$ cat src/rtl/shift_add_mult16.sv
// Sequential unsigned shift-add multiplier: WIDTH add/shift steps per operand pair, valid/ready in and out.
// Optional MULT_ZERO_SKIP_EN: a zero operand bypasses CALC and produces 0 one edge after acceptance.
module shift_add_mult16 #(
    parameter int WIDTH = 16
) (
    input  logic                 clk,
    input  logic                 rst,
    input  logic                 in_valid,
    output logic                 in_ready,
    input  logic [WIDTH-1:0]     a,
    input  logic [WIDTH-1:0]     b,
    output logic                 out_valid,
    input  logic                 out_ready,
    output logic [2*WIDTH-1:0]   product,
    output logic                 busy
);
    localparam int CW = $clog2(WIDTH) + 1;

    localparam logic [1:0] IDLE = 2'd0;
    localparam logic [1:0] CALC = 2'd1;
    localparam logic [1:0] DONE = 2'd2;

    // Handshakes: a transfer happens on a rising edge where valid and ready are both high.
    // in_ready is high only in IDLE; out_valid stays high with product stable until out_ready.
    logic [1:0]          state;
    logic [WIDTH-1:0]    mcand;
    logic [WIDTH-1:0]    acc;
    logic [WIDTH-1:0]    plier;
    logic                carry;
    logic [CW-1:0]       count;
    logic [2*WIDTH-1:0]  product_q;
    logic                out_valid_q;

    logic [WIDTH:0]      sum;
    logic [WIDTH-1:0]    acc_next;
    logic [WIDTH-1:0]    plier_next;
    logic                zero_op;

    // The add keeps its carry-out in sum[WIDTH]; the shift moves it into the acc MSB.
    always_comb begin
        sum        = {1'b0, acc} + {{WIDTH{1'b0}}, carry};
        if (plier[0]) begin
            sum = sum + {1'b0, mcand};
        end
        acc_next   = sum[WIDTH:1];
        plier_next = {sum[0], plier[WIDTH-1:1]};
    end

`ifdef MULT_ZERO_SKIP_EN
    assign zero_op = (a == '0) || (b == '0);
`else
    assign zero_op = 1'b0;
`endif

    always_ff @(posedge clk or posedge rst) begin
        if (rst) begin
            state       <= IDLE;
            mcand       <= '0;
            acc         <= '0;
            plier       <= '0;
            carry       <= 1'b0;
            count       <= '0;
            product_q   <= '0;
            out_valid_q <= 1'b0;
        end else begin
            case (state)
                IDLE: begin
                    if (in_valid) begin
                        mcand <= a;
                        acc   <= '0;
                        carry <= 1'b0;
                        plier <= b;
                        count <= '0;
                        if (zero_op) begin
                            product_q   <= '0;
                            out_valid_q <= 1'b1;
                            state       <= DONE;
                        end else begin
                            state <= CALC;
                        end
                    end
                end
                CALC: begin
                    acc   <= acc_next;
                    plier <= plier_next;
                    carry <= 1'b0;
                    count <= count + CW'(1);
                    // Last step registers the product directly so out_valid rises with it.
                    if (count == CW'(WIDTH - 1)) begin
                        product_q   <= {acc_next, plier_next};
                        out_valid_q <= 1'b1;
                        state       <= DONE;
                    end
                end
                DONE: begin
                    if (out_ready) begin
                        out_valid_q <= 1'b0;
                        state       <= IDLE;
                    end
                end
                default: state <= IDLE;
            endcase
        end
    end

    assign in_ready  = (state == IDLE);
    assign busy      = (state == CALC);
    assign out_valid = out_valid_q;
    assign product   = product_q;
endmodule

$ cat config.mk
export PLATFORM = sky130hd
export DESIGN_NAME = shift_add_mult16
export DESIGN_NICKNAME = d
export VERILOG_FILES = /design/src/rtl/shift_add_mult16.sv
export SDC_FILE = /design/constraint.sdc
export NUM_CORES = 1
export LEC_CHECK = 0
export CAP_MARGIN = 5
export CORE_MARGIN = 8
export CORE_UTILIZATION = 54
export DETAILED_ROUTE_END_ITERATION = 8
export HOLD_SLACK_MARGIN = 0.1
export PLACE_DENSITY = 0.81
export SLEW_MARGIN = 20
export SYNTH_ARGS = -nofsm -noshare
export SYNTH_HDL_FRONTEND = slang
export SYNTH_SLANG_ARGS = --single-unit
$ cat constraint.sdc
create_clock -name clk -period 3.9 [get_ports clk]
set_input_delay 0.975 -clock clk [delete_from_list [all_inputs] [get_ports clk]]
set_output_delay 0.975 -clock clk [all_outputs]
set_load 0.01 [all_outputs]
### Word level (Yosys, flattened, before mapping)

Cells that the tools add are included.

| word-level totals | value |
|---|---|
| word-level logic and storage cells | 41 |
| register bits | 89 |
| output and inout port bits | 35 |
| input port bits | 36 |

| cells by class | value |
|---|---|
| equal/unequal tests | 6 |
| reductions and logical operators | 8 |
| mux-type cells | 16 |
| add/subtract/negate cells | 3 |

Operators with widths:

| cell | count |
|---|---|
| 16-bit one-hot mux with 2 select lines | 2 |
| 16-bit 2-to-1 mux | 2 |
| 16-bit by 1-bit adder with 17-bit output | 1 |
| 17-bit by 16-bit adder with 17-bit output | 1 |
| 17-bit 2-to-1 mux | 1 |
| 5-bit one-hot mux with 2 select lines | 1 |
| 2-bit 2-to-1 mux | 3 |
| 2-bit one-hot mux with 3 select lines | 1 |
| 2-bit AND reduction | 3 |
| 3-bit AND reduction | 2 |
| 5-bit by 1-bit adder with 5-bit output (second input constant) | 1 |
| 5-bit by 4-bit equality test with 1-bit output (second input constant) | 1 |
| 5-bit 2-to-1 mux | 1 |
| 2-bit != test (second input constant) | 2 |
| 1-bit one-hot mux with 2 select lines | 2 |
| 2-bit nonzero test | 2 |
| 1-bit 2-to-1 mux | 3 |
| 2-bit by 1-bit equality test with 1-bit output (second input constant) | 1 |
| 2-bit equality test (second input constant) | 1 |
| 2-bit logical NOT | 1 |
| 2-bit by 1-bit != test with 1-bit output (second input constant) | 1 |

### Logic depth before layout (Yosys ltp)

| logic depth | value |
|---|---|
| word-level depth | 4 |
| gate-level depth with buffers | 8 |
| depth with buffers taken out | 8 |

### Worst setup path after synthesis

OpenSTA, ideal clock, no wires.

| timing path | value |
|---|---|
| kind | register to register |
| start | register mcand[0] |
| end | register acc[7] |
| stages on the path, launching flop included | 9 |
| path slack | 1.796 ns |
| period minus slack after synthesis | 2.104 ns |
| data required time | 3.831 ns |
| arrival | 2.035 ns |
| library setup time | 0.069 ns |
| buffers on the path | 0 |
| cell sequence | dfrtp_1 -> ha_1 -> fa_1 -> a21oi_1 -> o21ai_0 -> a21oi_1 -> o21ai_1 -> or3_1 -> nand3_1 |

| between the ends | value |
|---|---|
| longest elaborated chain between the ends | 3 |

Ends and longest elaborated chain:

| element | line | text |
|---|---|---|
| start: declaration | 26 | `logic [WIDTH-1:0] mcand;` |
| start signal: assignment | 58 | `mcand <= '0;` |
| start signal: assignment | 69 | `mcand <= a;` |
| 17-bit by 16-bit adder with 17-bit output | 43 | `sum = sum + {1'b0, mcand};` |
| 17-bit 2-to-1 mux | 42 | `if (plier[0]) begin` |
| 16-bit one-hot mux with 2 select lines | 66 | `case (state)` |
| end signal: assignment | 84 | `acc <= acc_next;` |
| end: declaration | 27 | `logic [WIDTH-1:0] acc;` |

No other way between the ends.
A chain may end at the register's enable or synchronous reset.

### Final worst setup path

| timing path | value |
|---|---|
| start | register state[1] |
| end | output port busy |

| between the ends | value |
|---|---|
| longest elaborated chain between the ends | 1 |

Ends and longest elaborated chain:

| element | line | text |
|---|---|---|
| start: declaration | 25 | `logic [1:0] state;` |
| start signal: assignment | 57 | `state <= IDLE;` |
| start signal: assignment | 77 | `state <= DONE;` |
| start signal: assignment | 79 | `state <= CALC;` |
| 2-bit by 1-bit equality test with 1-bit output | 107 | `assign busy = (state == CALC);` |
| end: declaration | 15 | `output logic busy` |

No other way between the ends.

==> reports/results.tsv <==
stage	metric	value	unit
finish	ANT cells	0	
clock_tree	CTS resizes	0	
timing	Worst Skew	0.01145	ns
setup_path	WS Path Type	flip-flop to primary output	
power_and_ir_drop	Power, Total	4787	uW
global_route	global-route wire length before repair	16900	um
synthesis	post-synthesis cell type with the largest combined area	dfrtp_1	
finish	final net count	570	
placement	Post-DP Area	5117	um2
timing	Rel. slew slack	0.3167	
timing	f_max	375.8	MHz
clock_tree	TritonCTS Buffers	9	
timing	Hold Fails Final Rpt	0	
clock_tree	CTS tree	yes	
detailed_routing	drt via density	5.643	
hold_path	Hold WC Path Type	flip-flop to flip-flop	
timing	fin crit period	2.661	ns
global_route	GR Overflow Total	0	
clock_tree	Post-CTS Hold Buffers	0	
global_route	largest net degree at the start of global routing	71	
power_and_ir_drop	Static Leak	0.002400	uW
placement	GPL Wtd Cong	0.8857	
setup_path	Startpoint Class	flip-flop	
flow_run	max-cap violation count	0	
detailed_routing	Via Count	3510	
synthesis	Synth top area share	0.5063	
global_route	vias in the first global route	3603	
clock_tree	CTS Buffer Depth	2	
synthesis	Synthesized Nets	510	
floorplan	Ports	71	
synthesis	post-synthesis instance total	455	
synthesis	Top FF cell, synth	dfrtp_1	
floorplan	# rows	32	
clock_tree	CTS H-tree lvls	3	
timing	final setup fails	0	
global_route	initial antenna violation count	0	
synthesis	number of flops mapped to enable cells by yosys	0	
timing	max-slew violations	0	
synthesis	sequential share of the synthesized area	0.5063	
status	run status	finished clean	
setup_path	crit-path max cell delay	0.59	ns
synthesis	Ys Warns	0	
clock_tree	Worst-Skew Late Latency	0.36	ns
setup_path	CP endpoint kind	primary output	
placement	HPWL after detailed placement	7040	um
clock_tree	post-CTS setup buffer count	0	
floorplan	die height	105.7	um
detailed_routing	Total Wirelength	10060	um
clock_tree	clock transition at the registers of the reported paths	0.09	ns
floorplan	Die X	105.7	um
timing	Setup TNS Final	0	ns
detailed_routing	Remaining DRCs	0	
finish	ratio of cells with drive above 1 in the final layout	0.08654	
setup_path	CP max FO	8	
detailed_routing	drt first pass iters	6	
detailed_routing	ANT nets after route	0	
clock_tree	clk sinks	88	
setup_path	CP Data Arrival Time	1.69	ns
finish	Storage cell area	2202	um2
floorplan	Die ar.	11180	um2
setup_path	CP max stage cell	clkdlybuf4s50_1	
timing	Fin Hold WS	0.4846	ns
clock_tree	Root Buffer	clkbuf_8	
placement	# port buffers	70	
synthesis	FFs w/ async S/R, synth	1.000	
synthesis	Seq cells post-synth	88	
power_and_ir_drop	PwrDens	903.7	nW/um2
global_route	GRT Total Usage	0.1841	
timing	worst slew pin tran	1.025	ns
power_and_ir_drop	maximum vdd drop	0.4729	mV
synthesis	mapped cell area	4349	um2
floorplan	core area	7767	um2
setup_path	crit-path cells	inv_1, nand2_2, clkinv_1, clkdlybuf4s50_1	
finish	filler instances	603	
finish	Area growth, synth to finish	21.78	%
finish	multi-input logic area	2017	um2
synthesis	Mean Syn Cell Area	9.559	um2
detailed_routing	drt wl/cell	16.17	um
timing	Period Utilization, post-route	0.6824	
synthesis	top post-synthesis cells by area	dfrtp_1 (51%), nand2_1 (9.7%), ha_1 (5.2%)	
synthesis	Netlist cell types	43	
detailed_routing	1st-iter DRT viols	200	
finish	design area	5296	um2
floorplan	Initial Util	0.5599	
timing	RSZ-0062 raised after global routing	no	
setup_path	Req. time, crit path	2.92	ns
[synth_stat cells, drive strengths merged, types with 9 or more instances]
master	n
o221ai	10
mux2i	9
nand3	24
xnor2	11
nand2	113
clkbuf	16
dfrtp	88
a21oi	18
o21ai	34
buf	9
nor2	28
ha	18
mux2	16
a31oi	16
[report_power, final]
part           switching (uW)  total, uW  internal [uW]
logic                    1360       2510           1150
clock network             348        586            238
registers                 343       1690           1340
[through the flow]
| step | cells | setup slack [ns] | utilization |
|---|---|---|---|
| final | 622 | 1.239 | 0.6819 |
| after CTS | 622 | 1.233 | 0.6819 |
| after detailed placement | 606 | 1.280 | 0.6588 |
| after floorplan | 455 | 0.6464 | - |
| after global placement | 606 | 1.345 | 0.6588 |
| after global routing | 622 | 1.113 | 0.6819 |
[registers in the layout, indices dropped and copies added (netlist names)]
| register | flops |
|---|---|
| product | 32 |
| acc | 16 |
| mcand | 16 |
| plier | 16 |
| count | 5 |
| state | 2 |
| out_valid | 1 |
[logic make-up (layout without fill, tap and decap cells)]
kind of cell | count (synthesis) | after routing | share of synthesized area
buf+inv | 32 | 97 | 0.03107
xor+xnor | 14 | 14 | 0.02819
simple gates | 183 | 183 | 0.1769
flops | 88 | 88 | 0.5063
mux | 25 | 25 | 0.06214
fa+ha+maj | 19 | 19 | 0.05639
compound gates | 94 | 94 | 0.1390
[metal layers]
metal | part of all wire | wire length [um] | GRT usage | vias to the layer above
met4 | 0.0078 | 78 | 0.05930 | 0
met2 | 0.50 | 4991 | 0.2980 | 107
li1 | - | - | - | 1697
met1 | 0.43 | 4342 | 0.2299 | 1697
met5 | 0 | 0 | 0 | -
met3 | 0.064 | 644 | 0.05603 | 9
[cell type report]
| class | count | area share |
|---|---|---|
| flip-flops and latches | 88 | 0.4158 |
| multi-input cells | 335 | 0.3808 |
| repair buffers | 74 | 0.1403 |
| well taps | 102 | 0.02410 |
| clock buffers | 9 | 0.02339 |
| clock inverters | 7 | 0.01039 |
| inverters | 7 | 0.005197 |
[final timing paths]
check | from | end | slack, ns | cells after the start
max | state[1] | busy | 1.24 | 4
min | product[20] | product[20] | 0.48 | 2
max reg2reg | count[0] | product[3] | 1.45 | 5
min reg2reg | product[20] | product[20] | 0.48 | 2
max in group asynchronous | rst | mcand[9] | 2.19 | 3
min in group asynchronous | rst | state[1] | 1.01 | 2
[worst max-delay path, delay by kind of cell (launching register included)]
kind                   cells  cell delay [ns]
buffers and inverters      3             0.86
DFF                        1             0.40
and+or+nand+nor            1             0.07
[cell usage in the layout (no fill, tap or decap), types with 2 or more instances in the layout]
cell / synthesis / final
nand2b_1: 8 / 8
nand2_2: 1 / 3
o221ai_1: 9 / 9
a211oi_1: 2 / 2
inv_1: 6 / 5
o21ai_0: 31 / 31
a31oi_1: 16 / 16
nand3_1: 24 / 24
ha_1: 18 / 18
clkbuf_8: 0 / 9
a21oi_1: 18 / 18
nor3b_1: 2 / 2
nand2_1: 112 / 110
xnor2_1: 11 / 11
inv_6: 0 / 3
a21o_1: 3 / 3
clkinvlp_4: 0 / 2
dfrtp_1: 88 / 88
buf_4: 2 / 3
clkinv_2: 0 / 2
o21ai_1: 2 / 2
o211ai_1: 3 / 3
nor2_1: 28 / 28
clkdlybuf4s50_1: 0 / 70
xor2_1: 3 / 3
nand4_1: 2 / 2
mux2i_1: 9 / 9
mux2_2: 16 / 16
and3_1: 2 / 2
Note: power is estimated with default switching activity, not from simulation.
